`src/rtl/icache_fetch_ctrl_if.sv`:
```
// ---------------------------------------------------------------------------
// icache_fetch_ctrl_if
// Fetch-side and memory-side bus of the instruction cache.
//   pc_addr  : fetch byte address from the core ([1:0] ignored)
//   flush    : invalidate every cache line (fence.i)
//   inst_out : instruction handed to decode (NOP while stalled)
//   stall    : 1 = inst_out not valid, core freezes its PC
//   mem_addr : word-aligned byte address into instruction memory
//   mem_inst : instruction memory read data, combinational from mem_addr
// Modports:
//   slave  : the cache itself
//   master : the environment (core plus instruction memory)
// ---------------------------------------------------------------------------
interface icache_fetch_ctrl_if;
    logic [31:0] pc_addr;
    logic        flush;
    logic [31:0] inst_out;
    logic        stall;
    logic [31:0] mem_addr;
    logic [31:0] mem_inst;

    modport slave  (input  pc_addr, flush, mem_inst,
                    output inst_out, stall, mem_addr);
    modport master (output pc_addr, flush, mem_inst,
                    input  inst_out, stall, mem_addr);
endinterface

```
`src/rtl/icache_fetch_ctrl.sv`:
```
// ---------------------------------------------------------------------------
// icache_fetch_ctrl
// Direct-mapped, read-only instruction cache between the core PC and a
// combinational instruction memory. Hits return the instruction in the same
// cycle; a miss stalls the core and refills the whole line, one word per
// cycle, then the line becomes visible.
// Ports:
//   clk      : clock, rising edge
//   rst      : synchronous active-high reset
//   bus      : icache_fetch_ctrl_if.slave (pc_addr, flush, inst_out, stall,
//              mem_addr, mem_inst)
//   hit_cnt  : (ICACHE_PERF_EN only) IDLE cycles that hit
//   miss_cnt : (ICACHE_PERF_EN only) IDLE cycles that detected a miss
// Optional feature macro: ICACHE_PERF_EN (adds the two performance counters).
// ---------------------------------------------------------------------------
module icache_fetch_ctrl #(
    parameter int          LINES       = 16,
    parameter int          BLOCK_WORDS = 4,
    parameter logic [31:0] NOP_INST    = 32'h00000013
) (
    input  logic                 clk,
    input  logic                 rst,
    icache_fetch_ctrl_if.slave   bus
`ifdef ICACHE_PERF_EN
    ,
    output logic [31:0]          hit_cnt,
    output logic [31:0]          miss_cnt
`endif
);
    localparam int IDX_W = $clog2(LINES);
    localparam int OFF_W = $clog2(BLOCK_WORDS);
    localparam int TAG_W = 32 - IDX_W - OFF_W - 2;
    localparam logic [OFF_W-1:0] CNT_ONE  = OFF_W'(1);
    localparam logic [OFF_W-1:0] CNT_LAST = OFF_W'(BLOCK_WORDS - 1);

    typedef enum logic {IDLE, REFILL} state_t;

    // Control state (reset)
    state_t             r_state;
    logic [OFF_W-1:0]   r_cnt;
    logic [TAG_W-1:0]   r_ltag;
    logic [IDX_W-1:0]   r_lidx;
    logic [LINES-1:0]   r_valid;

    // Storage (never reset; guarded by r_valid)
    logic [TAG_W-1:0]   r_tag_mem [LINES];
    logic [31:0]        r_data    [LINES][BLOCK_WORDS];

    logic [OFF_W-1:0]   w_off;
    logic [IDX_W-1:0]   w_idx;
    logic [TAG_W-1:0]   w_tag;
    logic               w_hit;
    logic               w_unused;

    assign w_off    = bus.pc_addr[OFF_W+1:2];
    assign w_idx    = bus.pc_addr[IDX_W+OFF_W+1:OFF_W+2];
    assign w_tag    = bus.pc_addr[31:IDX_W+OFF_W+2];
    assign w_hit    = r_valid[w_idx] && (r_tag_mem[w_idx] == w_tag);
    // Byte-offset bits of the PC carry no information for a word fetch.
    assign w_unused = &{1'b0, bus.pc_addr[1:0]};

    // Hit path is purely combinational so a hit costs no cycle.
    always_comb begin
        bus.inst_out = NOP_INST;
        bus.stall    = 1'b1;
        bus.mem_addr = {bus.pc_addr[31:OFF_W+2], {(OFF_W+2){1'b0}}};
        if (r_state == IDLE) begin
            if (w_hit) begin
                bus.inst_out = r_data[w_idx][w_off];
                bus.stall    = 1'b0;
            end
        end else begin
            bus.mem_addr = {r_ltag, r_lidx, r_cnt, 2'b00};
        end
    end

    always_ff @(posedge clk) begin
        if (rst) begin
            r_state <= IDLE;
            r_cnt   <= '0;
            r_ltag  <= '0;
            r_lidx  <= '0;
            r_valid <= '0;
        end else if (bus.flush) begin
            // Flush wins over everything, including refill completion, so a
            // half-written line can never be marked valid.
            r_valid <= '0;
            r_state <= IDLE;
            r_cnt   <= '0;
        end else begin
            case (r_state)
                IDLE: begin
                    if (!w_hit) begin
                        r_ltag  <= w_tag;
                        r_lidx  <= w_idx;
                        r_cnt   <= '0;
                        r_state <= REFILL;
                    end
                end
                REFILL: begin
                    r_cnt <= r_cnt + CNT_ONE;
                    if (r_cnt == CNT_LAST) begin
                        r_valid[r_lidx] <= 1'b1;
                        r_state         <= IDLE;
                    end
                end
                default: r_state <= IDLE;
            endcase
        end
    end

    // Line storage is written every REFILL cycle; an aborted refill leaves
    // junk behind, but the line's valid bit stays clear so it is never seen.
    always_ff @(posedge clk) begin
        if (r_state == REFILL) begin
            r_data[r_lidx][r_cnt] <= bus.mem_inst;
            if (r_cnt == CNT_LAST) begin
                r_tag_mem[r_lidx] <= r_ltag;
            end
        end
    end

`ifdef ICACHE_PERF_EN
    always_ff @(posedge clk) begin
        if (rst) begin
            hit_cnt  <= '0;
            miss_cnt <= '0;
        end else if (r_state == IDLE) begin
            if (w_hit) begin
                hit_cnt  <= hit_cnt + 32'd1;
            end else begin
                miss_cnt <= miss_cnt + 32'd1;
            end
        end
    end
`endif

endmodule

```
`src/flat_wrapper.sv`:
```
// flat-port wrapper written by rule: the top's interface ports become plain ports
module icache_fetch_ctrl_flat 
#(
    parameter int          LINES       = 16,
    parameter int          BLOCK_WORDS = 4,
    parameter logic [31:0] NOP_INST    = 32'h00000013
)
  (clk, rst, bus_pc_addr, bus_flush, bus_mem_inst, bus_inst_out, bus_stall, bus_mem_addr);
  icache_fetch_ctrl_if bus_i ();
  input  logic clk;
  input  logic rst;
  input wire logic [$bits(bus_i.pc_addr)-1:0] bus_pc_addr;
  input wire logic [$bits(bus_i.flush)-1:0] bus_flush;
  input wire logic [$bits(bus_i.mem_inst)-1:0] bus_mem_inst;
  output wire logic [$bits(bus_i.inst_out)-1:0] bus_inst_out;
  output wire logic [$bits(bus_i.stall)-1:0] bus_stall;
  output wire logic [$bits(bus_i.mem_addr)-1:0] bus_mem_addr;
  assign bus_i.pc_addr = bus_pc_addr;
  assign bus_i.flush = bus_flush;
  assign bus_i.mem_inst = bus_mem_inst;
  assign bus_inst_out = bus_i.inst_out;
  assign bus_stall = bus_i.stall;
  assign bus_mem_addr = bus_i.mem_addr;
  icache_fetch_ctrl #(.LINES(LINES), .BLOCK_WORDS(BLOCK_WORDS), .NOP_INST(NOP_INST)) u_core (.clk(clk), .rst(rst), .bus(bus_i));
endmodule
```
`config.mk`:
```
export PLATFORM = sky130hd
export DESIGN_NAME = icache_fetch_ctrl_flat
export DESIGN_NICKNAME = d
export VERILOG_FILES = /design/src/rtl/icache_fetch_ctrl_if.sv /design/src/rtl/icache_fetch_ctrl.sv /design/src/flat_wrapper.sv
export SDC_FILE = /design/constraint.sdc
export NUM_CORES = 2
export LEC_CHECK = 0
export ABC_AREA = 1
export CORE_AREA = 8 8 416 418
export DETAILED_ROUTE_END_ITERATION = 12
export DIE_AREA = 0 0 424 426
export GPL_TIMING_DRIVEN = 1
export PLACE_DENSITY = 0.76
export SLEW_MARGIN = 10
export SYNTH_ARGS = -nofsm -noshare
export SYNTH_HDL_FRONTEND = slang
export SYNTH_SLANG_ARGS = --single-unit
export TNS_END_PERCENT = 5
```
`constraint.sdc`:
```
create_clock -name clk -period 5.1 [get_ports clk]
set_clock_uncertainty 0.1 [all_clocks]
set_input_delay 0.765 -clock clk [delete_from_list [all_inputs] [get_ports clk]]
set_output_delay 0.765 -clock clk [all_outputs]
set_load 0.05 [all_outputs]
```
# Word level (Yosys, flattened, before mapping)
# Memory sizes are Yosys's and may differ from the RTL's.
# Index checks and enable logic that the tools add are counted.
# Widths: inputs -> output; s select.
# totals
reg_bits,47
mem_bits_rw,2432
word_cells,52
mem_count,2
# mem_list
name,depth,word_bits,rd,rd_ports_with_merged_regs,wr,line_no,text
u_core.r_data,16,128,1,0,1,icache_fetch_ctrl.sv:47,logic [31:0] r_data [LINES][BLOCK_WORDS];
u_core.r_tag_mem,16,24,1,0,1,icache_fetch_ctrl.sv:46,logic [TAG_W-1:0] r_tag_mem [LINES];
# op_classes
addsub,1
order_cmp,6
eq_ne,3
n_mux,23
bitwise_logic,6
reduce_logical,6
# ops
operator,n
$mux 32,6
$mux 128,1
$bmux 32 s2,1
$demux 32 s2,1
$eq 24x24->1,1
$or 16x16->16,1
$lt 4x5->1 const B,2
$mux 1,9
$ge 3x3->1 const B,2
$not 2->3,2
$bmux 1 s4,1
$demux 1 s4,1
$ge 4x1->1 const B,1
$pmux 2 s2,1
$logic_and 1x1->1,3
$lt 3x1->1 const B,1
$not 1->1,3
$reduce_and 3->1,1
$add 2x1->2 const B,1
$eq 2x2->1 const B,1
$mux 2,1
$ne 2x2->1 const B,1
$pmux 1 s2,1
$reduce_and 2->1,1
$reduce_or 2->1,1

# Logic depth before layout (Yosys ltp)
# logic_depth
word_depth,6
mapped_depth,20
depth_no_buf,17

# Worst setup path after synthesis
# No wires, ideal clock.
# synth_path
kind,input to output
start,in bus_pc_addr[5]
end,out bus_inst_out[15]
arrival_ns,3.349
required_time_ns,4.235
slack_ns,0.886
stages,17
path_buffers,4
path_cell_list,buf_4 -> inv_4 -> buf_4 -> buf_2 -> o211ai_1 -> nand3_1 -> nand3_1 -> nand3_1 -> nand2_1 -> nor2_1 -> nand2_1 -> nor2_1 -> nand2_1 -> nor2_1 -> nand2_1 -> clkbuf_1 -> nor2_1
# synth_via
elab_chain_cells,6
# synth_lines
item,line_no,text
"start, declared",flat_wrapper.sv:12,input wire logic [$bits(bus_i.pc_addr)-1:0] bus_pc_addr;
$mem_v2 16x128,-,
$bmux 32 s2,icache_fetch_ctrl.sv:69,bus.inst_out = r_data[w_idx][w_off];
$mux 32 (implied by the code) (2 in a row),icache_fetch_ctrl.sv:69,
$mux 32 (*),icache_fetch_ctrl.sv:68,if (w_hit) begin
$mux 32 (*),icache_fetch_ctrl.sv:67,if (r_state == IDLE) begin
"end, declared",flat_wrapper.sv:15,output wire logic [$bits(bus_i.inst_out)-1:0] bus_inst_out;
# Every way passes the cells marked *; elsewhere a longest branch is shown, timed or not. The select of a mux whose other input is x is not followed.

# Final worst setup path
# layout_path
start,in bus_pc_addr[4]
end,out bus_inst_out[30]
# Same word-level chain as after synthesis.

==> summary.md <==
| Metric | Value |
|---|---|
| Met2 Usage GRT | `46.2%` |
| Root buf cell | `clkbuf_16` |
| Mean area per synthesized cell | `12.8 um2` |
| Vias in the first global route | `between 60000 and 70000` |
| Slowest cell delay on critical path | `780 ps` |
| P&R area growth vs syn | `11.8%` |
| Reg2Reg Capture Point | `u_core.r_ltag[0]` |
| Drt total wl | `269 mm` |
| Startpoint Class | `primary input` |
| Post-CTS sizing | `0` |
| Ratio of cells with drive above 1 in the final layout | `8.29%` |
| Clock buffer depth | `3` |
| Row count | `150` |
| Max Fanout on Critical Path | `85` |
| Yosys warning total | `0` |
| Fmax | `0.201 GHz` |
| Status | `complete, no violations` |
| Crit share post-route | `97.4%` |
| Hold crit path type | `register to register` |
| Worst r2r src | `u_core.r_state` |
| GP Congestion | `about 0.86` |
| DPL Wire Length | `144 mm` |
| Met3 Usage GRT | `around 6%` |
| Pwr dens | `379 mW/mm2` |
| Die X | `424 um` |
| R2R setup slack | `1650 ps` |
| CP max stage cell | `buf_4` |
| Nets | `7775` |
| Post-CTS Setup Inserts | `0` |
| TritonCTS Buffers | `230` |
| Wire per inst | `26.6 um` |
| Final setup fails | `0` |
| Ports | `132` |
| Power share of the combinational group | `6.1%` |
| Sw frac | `22.1%` |
| Finished Layout Cells | `10100` |
| Pin count of the biggest net entering global routing | `166` |
| H-tree levels | `4` |
| Ys flop type | `edfxtp_1` |
| Maximum vdd drop | `0.398 mV` |
| Final core occ | `66.6%` |
| Most used routing layer | `met2` |
| Cts hold-fix bufs | `0` |
| Most frequent cells in the layout | `2432 x edfxtp_1, 1468 x nand2_1, 777 x nor2_1, 727 x o21ai_0, 359 x a21oi_1` |
| Setup TNS | `0 ps` |
| Endpoint type of the worst setup path | `primary output` |
| CP arrival | `a little over 4000 ps` |
| Die Y | `426 um` |
| Drt first pass iters | `6` |
| Core area | `~0.17 mm2` |
| Slew Limit Fails | `0` |
| Max cap viols | `0` |
| Pint | `between 0.03 and 0.04 W` |
| Worst-path cell chain | `buf_8, inv_8, buf_4, o21ai_0, o221ai_1, nand2_1, nand2_1, o211ai_1, nand3_1, nand2_1, nor2_1, buf_12` |
| WP buf/inv | `4` |
| RSZ-0062 raised after global routing | `false` |
| Register area share after synthesis | `74.6%` |
| Ys async rst share | `0%` |
| Hold EP | `u_core.r_valid[11]` |
| Vias | `66400` |
| Reg2reg path depth | `7` |
| Initial antenna violation count | `19` |
| Detail Route Antenna Nets | `0` |
| Most common cell after layout, fill and taps aside | `edfxtp_1` |
| Tightest Pin Transition | `about 1300 ps` |
| EDFF count, synth | `roughly 2400` |
| Slew margin rel. | `14.8%` |
| DRC viols | `0` |
| Post-DR vias/cell | `6.56` |
| FF+latch count, synth | `2479` |
| Power share of the clock group | `40.3%` |
| All-Layer GR Usage | `28.7%` |
| Initial drt markers | `10100` |
| Gr ovfl total | `0` |
| WP data required | `4240 ps` |
| Die footprint | `between 0.15 and 0.2 mm2` |
| Synthesized cell area | `0.0991 mm2` |
| Clock Latency Late Sink | `about 850 ps` |
| Cell repeated most along the worst path | `nand2_1` |
| FILL cells | `11200` |
| Worst hold start | `u_core.r_valid[11]` |
| Met1 Usage GRT | `38.1%` |
| Cell family with most CP delay | `buffers and inverters` |
| Port Buffers | `127` |
| Cell variety after synth | `33` |
| Hold Path Stages | `1` |
| Mapped Cells | `7716` |
| Critical path class | `primary input to primary output` |
| CTS Sinks | `2479` |
| CTS tree | `yes` |
| Final Critical Period | `around 5000 ps` |
| P_leak | `37.0 nW` |
| First-pass GRT wire length | `392 mm` |
| Reg power frac | `53.7%` |
| Hold Vio Cnt, Final | `0` |
| Starting Density | `59.6%` |
| Inst Count DP | `9676` |
| Psw | `0.00927 W` |
| Clock-pin slew on the worst setup and hold paths | `~60 ps` |
-- cell type report --
type / count / area [um2] / share of cell area, %
multi-input combinational: 4484 / 22500 / 20.3
clock inverter: 135 / 1280 / 1.15
inverter: 195 / 768 / 0.693
clock buffer: 291 / 6140 / 5.54
tap: 2204 / 2760 / 2.49
sequential: 2479 / 74000 / 66.8
timing repair buffer: 314 / 3370 / 3.04
antenna: 10 / 25.0 / 0.0226
-- per-layer routing --
metal	share of wire (%)	vias to the layer above
li1	-	28500
met1	36	32600
met2	47	4592
met3	12	711
met4	4.6	2
met5	0.082	-
-- worst reg2reg max path, stage by stage, from the launching register on --
cell and delay (ps):
dfxtp_2 490, buf_4 530, clkinv_1 750, buf_4 500
nand3_2 690, nand2_1 150, inv_1 100, nor2_1 50
-- cell usage after synthesis, types with 4 or more instances --
library cell / n / share of area [%]
edfxtp_1: 2432 / 74
nand2_1: 1469 / 5.6
nor2_1: 841 / 3.2
o21ai_0: 727 / 3.7
a21oi_1: 359 / 1.8
nand3_1: 342 / 1.7
clkbuf_1: 336 / 1.3
o221ai_1: 232 / 2.0
inv_1: 178 / 0.67
buf_2: 176 / 0.89
o211ai_1: 128 / 0.97
a32o_1: 114 / 1.2
a221oi_1: 102 / 0.90
o22ai_1: 62 / 0.39
dfxtp_1: 47 / 0.95
nand4_1: 31 / 0.20
buf_4: 24 / 0.18
buf_1: 23 / 0.087
o21ai_1: 17 / 0.086
o21a_1: 15 / 0.11
a221o_1: 14 / 0.14
o311ai_0: 13 / 0.11
clkinv_1: 12 / 0.045
ha_1: 4 / 0.050
inv_2: 4 / 0.015
-- power groups by stage --
stage / Sequential [W] / Clock, W / Combinational (W)
2_1_floorplan: 0.0229 / 0 / 0.00145
6_report: 0.0225 / 0.0169 / 0.00254
4_1_cts: 0.0225 / 0.0170 / 0.00248
5_1_grt: 0.0225 / 0.0177 / 0.00271
3_3_place_gp: 0.0229 / 0 / 0.00239
3_5_place_dp: 0.0229 / 0 / 0.00247
-- how the worst max path moves through the flow --
stage,slack [ps],end,depth (start not counted),startpoint
after floorplan,890,bus_inst_out[15],17,bus_pc_addr[5]
after global placement,340,bus_inst_out[4],20,bus_pc_addr[4]
after detailed placement,330,bus_inst_out[1],20,bus_pc_addr[4]
after CTS,300,bus_inst_out[0],20,bus_pc_addr[4]
after global routing,60,bus_inst_out[0],20,bus_pc_addr[4]
final,130,bus_inst_out[30],12,bus_pc_addr[4]
-- metrics by stage --
step,area (um2),setup slack (ps),total power [W],hold WS [ps]
floorplan,99100,886,0.0244,340
detailed placement,103000,330,0.0254,353
global route,111000,60.2,0.0430,373
CTS,111000,297,0.0420,366
global placement,103000,343,0.0253,347
finish,111000,131,0.0420,367
-- kinds of logic (layout without fill, tap and decap cells) --
| family | Yosys count | count (layout) | synth area share, % |
|---|---|---|---|
| buffers and inverters | 754 | 935 | 3.17 |
| AO/OA/AOI/OAI | 1785 | 1785 | 11.4 |
| flip-flops | 2479 | 2479 | 74.6 |
| adder cells (fa/ha/maj) | 4 | 4 | 0.0505 |
| AND/OR/NAND/NOR | 2693 | 2693 | 10.7 |
| other | 1 | 12 | 0.00378 |
-- sequential cells by signal, summed over array words and instances, names as in the netlist --
| register | flops |
|---|---|
| u_core.r_data | 2048 |
| u_core.r_tag_mem | 384 |
| u_core.r_ltag | 24 |
| u_core.r_valid | 16 |
| u_core.r_lidx | 4 |
| u_core.r_cnt | 2 |
| u_core.r_state | 1 |
(Power assumes the default switching activity.)
